**src/rtl/buzzer_pkg.sv**
```systemverilog
// Shared state type and operand widths for the buzzer arbiter and its tone generator.
package buzzer_pkg;

  localparam int HP_W  = 16;
  localparam int DUR_W = 10;

  typedef enum logic [1:0] {
    IDLE = 2'd0,
    PLAY = 2'd1,
    GAP  = 2'd2
  } buzz_state_t;

endpackage

```
**src/rtl/buzzer_arbiter_tone_gen.sv**
```systemverilog
// Square-wave generator: toggles the buzzer every half_period clk cycles while enabled.
module tone_gen
  import buzzer_pkg::*;
(
  input  logic            clk,
  input  logic            rst,
  input  logic            en,
  input  logic [HP_W-1:0] half_period,
  output logic            buzzer
);

  logic [HP_W-1:0] tone_cnt;

  // A zero half-period is a rest, so it holds the pin low just like a disabled generator.
  always_ff @(posedge clk) begin
    if (rst || !en || half_period == '0) begin
      tone_cnt <= '0;
      buzzer   <= 1'b0;
    end else if (tone_cnt == half_period - HP_W'(1)) begin
      tone_cnt <= '0;
      buzzer   <= ~buzzer;
    end else begin
      tone_cnt <= tone_cnt + HP_W'(1);
    end
  end

endmodule

```
**src/rtl/buzzer_arbiter.sv**
```systemverilog
// Round-robin sharing of one buzzer among N_REQ requesters; each grant plays one timed tone.
// Define BUZZER_GAP_EN to insert GAP_TICKS silent ticks after every normally completed beep.
module buzzer_arbiter
  import buzzer_pkg::*;
#(
  parameter int CLK_HZ    = 50_000_000,
  parameter int N_REQ     = 4,
  parameter int TICK_DIV  = 50_000,
  parameter int GAP_TICKS = 20
) (
  input  logic                     clk,
  input  logic                     rst,
  input  logic [N_REQ-1:0]         req,
  input  logic [N_REQ*HP_W-1:0]    half_period,
  input  logic [N_REQ*DUR_W-1:0]   dur_ticks,
  input  logic                     stop,
  output logic [N_REQ-1:0]         grant,
  output logic                     busy,
  output logic                     done,
  output logic                     buzzer
);

  localparam int PTR_W = $clog2(N_REQ);
  localparam int PRE_W = (TICK_DIV > 1) ? $clog2(TICK_DIV) : 1;
  localparam logic [PRE_W-1:0] PRE_LAST = PRE_W'(TICK_DIV - 1);

  if (N_REQ < 2 || N_REQ > 8 || TICK_DIV < 1 || CLK_HZ < 1 ||
      GAP_TICKS < 0 || GAP_TICKS > 1023) begin : g_param_check
    $error("buzzer_arbiter: parameter out of range");
  end

  buzz_state_t      state, state_next;
  logic [PTR_W-1:0] rr_ptr;
  logic [HP_W-1:0]  hp_q;
  logic [DUR_W-1:0] remain;
  logic [PRE_W-1:0] presc;
  logic             tick;
  logic             play_end;
  logic             gap_end;
  logic             win_valid;
  logic [PTR_W-1:0] win_idx;
  int               cand;
  logic             take;
  logic [N_REQ-1:0] grant_next;
  logic             done_next;
  logic             busy_next;
  logic             tone_en;

  // Scan from the highest offset down so the first requester at or after rr_ptr wins.
  always_comb begin
    win_valid = 1'b0;
    win_idx   = '0;
    cand      = 0;
    for (int off = N_REQ - 1; off >= 0; off--) begin
      cand = int'(rr_ptr) + off;
      if (cand >= N_REQ) cand = cand - N_REQ;
      if (req[cand]) begin
        win_valid = 1'b1;
        win_idx   = PTR_W'(cand);
      end
    end
  end

  assign tick     = (presc == PRE_LAST);
  assign play_end = (state == PLAY) && (remain == '0 || (tick && remain == DUR_W'(1)));

`ifdef BUZZER_GAP_EN
  logic [DUR_W-1:0] gap_cnt;
  assign gap_end = (state == GAP) && (gap_cnt == '0 || (tick && gap_cnt == DUR_W'(1)));
`else
  assign gap_end = 1'b1;
`endif

  always_ff @(posedge clk) begin
    if (rst) begin
      state  <= IDLE;
      rr_ptr <= '0;
      grant  <= '0;
      done   <= 1'b0;
      busy   <= 1'b0;
    end else begin
      state <= state_next;
      grant <= grant_next;
      done  <= done_next;
      busy  <= busy_next;
      if (take) rr_ptr <= (win_idx == PTR_W'(N_REQ - 1)) ? '0 : win_idx + PTR_W'(1);
    end
  end

  always_comb begin
    state_next = state;
    case (state)
      IDLE: if (!stop && win_valid) state_next = PLAY;
      PLAY: begin
        if (stop) state_next = IDLE;
`ifdef BUZZER_GAP_EN
        else if (play_end) state_next = GAP;
`else
        else if (play_end) state_next = IDLE;
`endif
      end
      GAP:     if (stop || gap_end) state_next = IDLE;
      default: state_next = IDLE;
    endcase
  end

  // These are next-cycle values; the state register block makes every output a flop.
  always_comb begin
    grant_next = '0;
    take       = (state == IDLE) && (state_next == PLAY);
    if (take) grant_next[win_idx] = 1'b1;
    done_next  = (state == PLAY) && !stop && play_end;
    busy_next  = (state_next != IDLE);
    tone_en    = (state == PLAY) && (state_next == PLAY);
  end

  always_ff @(posedge clk) begin
    if (rst) begin
      hp_q    <= '0;
      remain  <= '0;
      presc   <= '0;
`ifdef BUZZER_GAP_EN
      gap_cnt <= '0;
`endif
    end else if (take) begin
      hp_q   <= half_period[int'(win_idx)*HP_W +: HP_W];
      remain <= dur_ticks[int'(win_idx)*DUR_W +: DUR_W];
      presc  <= '0;
    end else if (state == PLAY && state_next == PLAY) begin
      presc <= tick ? '0 : presc + PRE_W'(1);
      if (tick) remain <= remain - DUR_W'(1);
`ifdef BUZZER_GAP_EN
    end else if (state == PLAY && state_next == GAP) begin
      presc   <= '0;
      gap_cnt <= DUR_W'(GAP_TICKS);
    end else if (state == GAP && state_next == GAP) begin
      presc <= tick ? '0 : presc + PRE_W'(1);
      if (tick) gap_cnt <= gap_cnt - DUR_W'(1);
`endif
    end else begin
      presc <= '0;
    end
  end

  tone_gen u_tone_gen (
    .clk         (clk),
    .rst         (rst),
    .en          (tone_en),
    .half_period (hp_q),
    .buzzer      (buzzer)
  );

endmodule

```
**config.mk**
```make
export PLATFORM = sky130hd
export DESIGN_NAME = buzzer_arbiter
export DESIGN_NICKNAME = d
export VERILOG_FILES = /design/src/rtl/buzzer_pkg.sv /design/src/rtl/buzzer_arbiter_tone_gen.sv /design/src/rtl/buzzer_arbiter.sv
export SDC_FILE = /design/constraint.sdc
export NUM_CORES = 1
export LEC_CHECK = 0
export ABC_AREA = 1
export CAP_MARGIN = 20
export CORE_MARGIN = 2
export CORE_UTILIZATION = 35
export CTS_CLUSTER_DIAMETER = 60
export CTS_CLUSTER_SIZE = 10
export DETAILED_ROUTE_END_ITERATION = 8
export PLACE_DENSITY = 0.67
export SLEW_MARGIN = 15
export SYNTH_ARGS = -nofsm -noshare
export SYNTH_HDL_FRONTEND = slang
export SYNTH_SLANG_ARGS = --single-unit
```
**constraint.sdc**
```tcl
create_clock -name clk -period 2.4 [get_ports clk]
set_clock_uncertainty 0.2 [all_clocks]
set_input_delay 0.36 -clock clk [delete_from_list [all_inputs] [get_ports clk]]
set_output_delay 0.36 -clock clk [all_outputs]
set_load 0.02 [all_outputs]
```
==> flow_metrics.env <==
export IMPL_syn_area_um2=4970
export IMPL_cp_max_fo=8
export IMPL_leakage_nw=3.059
export IMPL_hpwl_um=10200
export IMPL_num_fill_cells=1394
export IMPL_dieArea_um2=15170
export IMPL_cts_buffer_depth=2
export IMPL_rsz0062_at_grt="false"
export IMPL_synth_top_flop_cell="dfxtp_1"
export IMPL_setup_viol=0
export IMPL_numClockSinks=69
export IMPL_synth_top_cell_by_area="dfxtp_1"
export IMPL_r2r_cells=11
export IMPL_grt_use_total_pct=18.26
export IMPL_stdcell_count=1101
export IMPL_final_hold_viol_count=0
export IMPL_crit_buf_inv=3
export IMPL_nNetsFinal=1039
export IMPL_final_min_clock_period_ps=2279
export IMPL_r2r_start="hp_q[0]$_SDFFE_PP0P_"
export IMPL_cpPeakStageDelay_ps=340
export IMPL_crit_start="hp_q[0]$_SDFFE_PP0P_"
export IMPL_die_w_um=123.2
export IMPL_routed_via_count=5093
export IMPL_antenna_diode_count=0
export IMPL_netlist_cell_type_count=37
export IMPL_drtIter0Drc=201
export IMPL_numCtsBuffers=9
export IMPL_drt_wl_total_um=13330
export IMPL_initial_core_util_pct=35.80
export IMPL_arrival_ps=2310
export IMPL_powerDensity_nw_per_um2=587.1
export IMPL_synth_cells=787
export IMPL_yosys_top_cells_count="170 x nand2_1, 120 x inv_1, 110 x nor2_1, 81 x nand3_1, 69 x dfxtp_1"
export IMPL_place_gp_congestion=0.8816
export IMPL_antenna_found_initial=0
export IMPL_hp_start="presc[0]$_SDFF_PP0_"
export IMPL_viasPerCell=4.626
export IMPL_slew_viol_final=0
export IMPL_cp_slowest_cell="dfxtp_1"
export IMPL_yosysWarnings=0
export IMPL_hold_depth=1
export IMPL_synth_edff_count=0
export IMPL_crit_path_end_kind="register"
export IMPL_firstDrtPassIters=5
export IMPL_synth_area_per_cell_um2=6.315
export IMPL_crit_family="simple AND/OR/NAND/NOR gates"
export IMPL_antenna_left=0
export IMPL_hp_class="register to register"
export IMPL_hold_slack_ps=245.6
export IMPL_fmax_mhz=438.7
export IMPL_htree_num_levels=3
export IMPL_yosysSeqAreaShare_pct=27.79
export IMPL_clk_latency_ps=330
export IMPL_syn_num_nets=909
export IMPL_worstPathCellList="inv_2 -> buf_4 -> ha_1 -> xnor2_1 -> a21oi_1 -> nand4_1 -> nor2_1 -> nand3_2 -> o211ai_4 -> clkbuf_16 -> nor2_2"
export IMPL_io_pins=118
export IMPL_drive_gt1_share_pct=10.53
export IMPL_grt_pass1_wl_um=21950
export IMPL_routedWlPerCell_um=12.11
export IMPL_placedCellCount=1083
export IMPL_crit_required_ps=2430
export IMPL_critPathKind="register to register"
export IMPL_setup_worst_path_start_class="register"
export IMPL_ir_worst_vdd_uv=432.5
export IMPL_synth_most_common_cell="nand2_1"
export IMPL_max_cap_violations=0
export IMPL_area_growth_pct=37.76
export IMPL_die_y_um=123.2
export IMPL_clock_root_buffer="clkbuf_16"
export IMPL_core_um2=13880
export IMPL_num_rows=43
export IMPL_drc=0
export IMPL_status="complete, no violations"
export IMPL_path_depth=11
export IMPL_yosys_top_cells_area="dfxtp_1 28%, nand2_1 13%, inv_1 9.1%"
export IMPL_ys_ff_latch=69
export IMPL_grt_pass1_vias=4692
export IMPL_overflow=0
export IMPL_cts_tree="built"
export IMPL_grt_max_degree=34
export IMPL_portBuffers=117
export IMPL_fin_crit_sh_pct=94.97
export IMPL_synth_top_area_share_pct=27.79
export IMPL_clk_pin_slew_ps=50
export IMPL_synthArstFlopShare_pct=0
cell type report:
cell class | instances | area (µm²) | share of cell area (%)
well taps | 180 | 225.2 | 3.289
multi-input cells | 564 | 2967 | 43.33
flip-flops and latches | 69 | 1383 | 20.19
inverters | 125 | 471.7 | 6.890
repair buffers | 148 | 1521 | 22.22
clock buffers | 14 | 274.0 | 4.002
clock inverters | 1 | 5.005 | 0.07310
per-stage QoR:
stage	total power, W	instance area (µm²)	setup TNS, ps	util, %	setup WS (ps)
5_1_grt	0.004290	6847	0	49.32	4.047
3_5_place_dp	0.002760	6489	-2137	46.75	-130.2
2_1_floorplan	0.002255	4970	0	-	282.4
3_3_place_gp	0.002754	6489	-701.0	46.75	-93.92
4_1_cts	0.004019	6768	0	48.76	74.51
6_report	0.004020	6847	0	49.32	120.8
worst register-to-register path, stage by stage (launching register included):
cell and delay (ps):
dfxtp_1 340, inv_2 60, buf_4 150, ha_1 320
xnor2_1 130, a21oi_1 120, nand4_1 110, nor2_1 210
nand3_2 130, o211ai_4 140, clkbuf_16 220, nor2_2 30
flip-flops by register name, summed over array words and instances (netlist names), 2 cells and up:
name and count:
presc 16, state 2, grant 4, u_tone_gen.tone_cnt 16, hp_q 16, rr_ptr 2, remain 10
routing by layer:
metal | vias up | track usage [%] | wire (µm)
met4 | 0 | 5.469 | 173
met5 | - | 0 | 0
li1 | 2730 | - | -
met2 | 154 | 29.64 | 5876
met1 | 2197 | 24.49 | 6413
met3 | 12 | 3.552 | 868
power by group:
| group | switching [W] | total (W) | internal (W) | leakage, nW |
|---|---|---|---|---|
| Clock | 0.000472 | 0.00125 | 0.000777 | 0.139 |
| Combinational | 0.000828 | 0.00153 | 0.000706 | 2.36 |
| Sequential | 0.0000486 | 0.00124 | 0.00119 | 0.561 |
cell families (layout without fill, tap and decap cells):
logic type	after synthesis	after routing	synth area share, %
buf+inv	154	288	13.27
compound gates	84	84	10.62
other cells	1	1	0.07546
fa+ha+maj	11	11	2.769
simple gates	424	424	37.71
flops	69	69	27.79
xor+xnor	44	44	7.754
cells in the final DEF (no fill, tap or decap), drive strengths merged, types with 2 or more instances in the layout:
cell type	n
nand3b	5
nor3	12
clkinv	2
xor2	31
clkbuf	15
nand4	12
or2	2
o21ai	27
nand2	176
o211ai	17
nor2	127
nand3	85
o31ai	2
a21oi	37
nor4	3
clkdlybuf4s50	117
buf	30
inv	124
xnor2	13
ha	11
dfxtp	69
nor3b	2
repair_timing:
item / in CTS / in global routing
resized for setup: 0 / 16
setup buffers: 0 / 2
setup endpoints to repair: 0 / 38
hold buffers: 0 / 0
final timing paths:
check                                      end  slack (ps)
min reg2reg                presc[0]$_SDFF_PP0_         250
max reg2reg  u_tone_gen.tone_cnt[8]$_SDFF_PP0_         120
max          u_tone_gen.tone_cnt[8]$_SDFF_PP0_         120
min                        presc[0]$_SDFF_PP0_         250
Note: power is estimated with default switching activity, not from simulation.
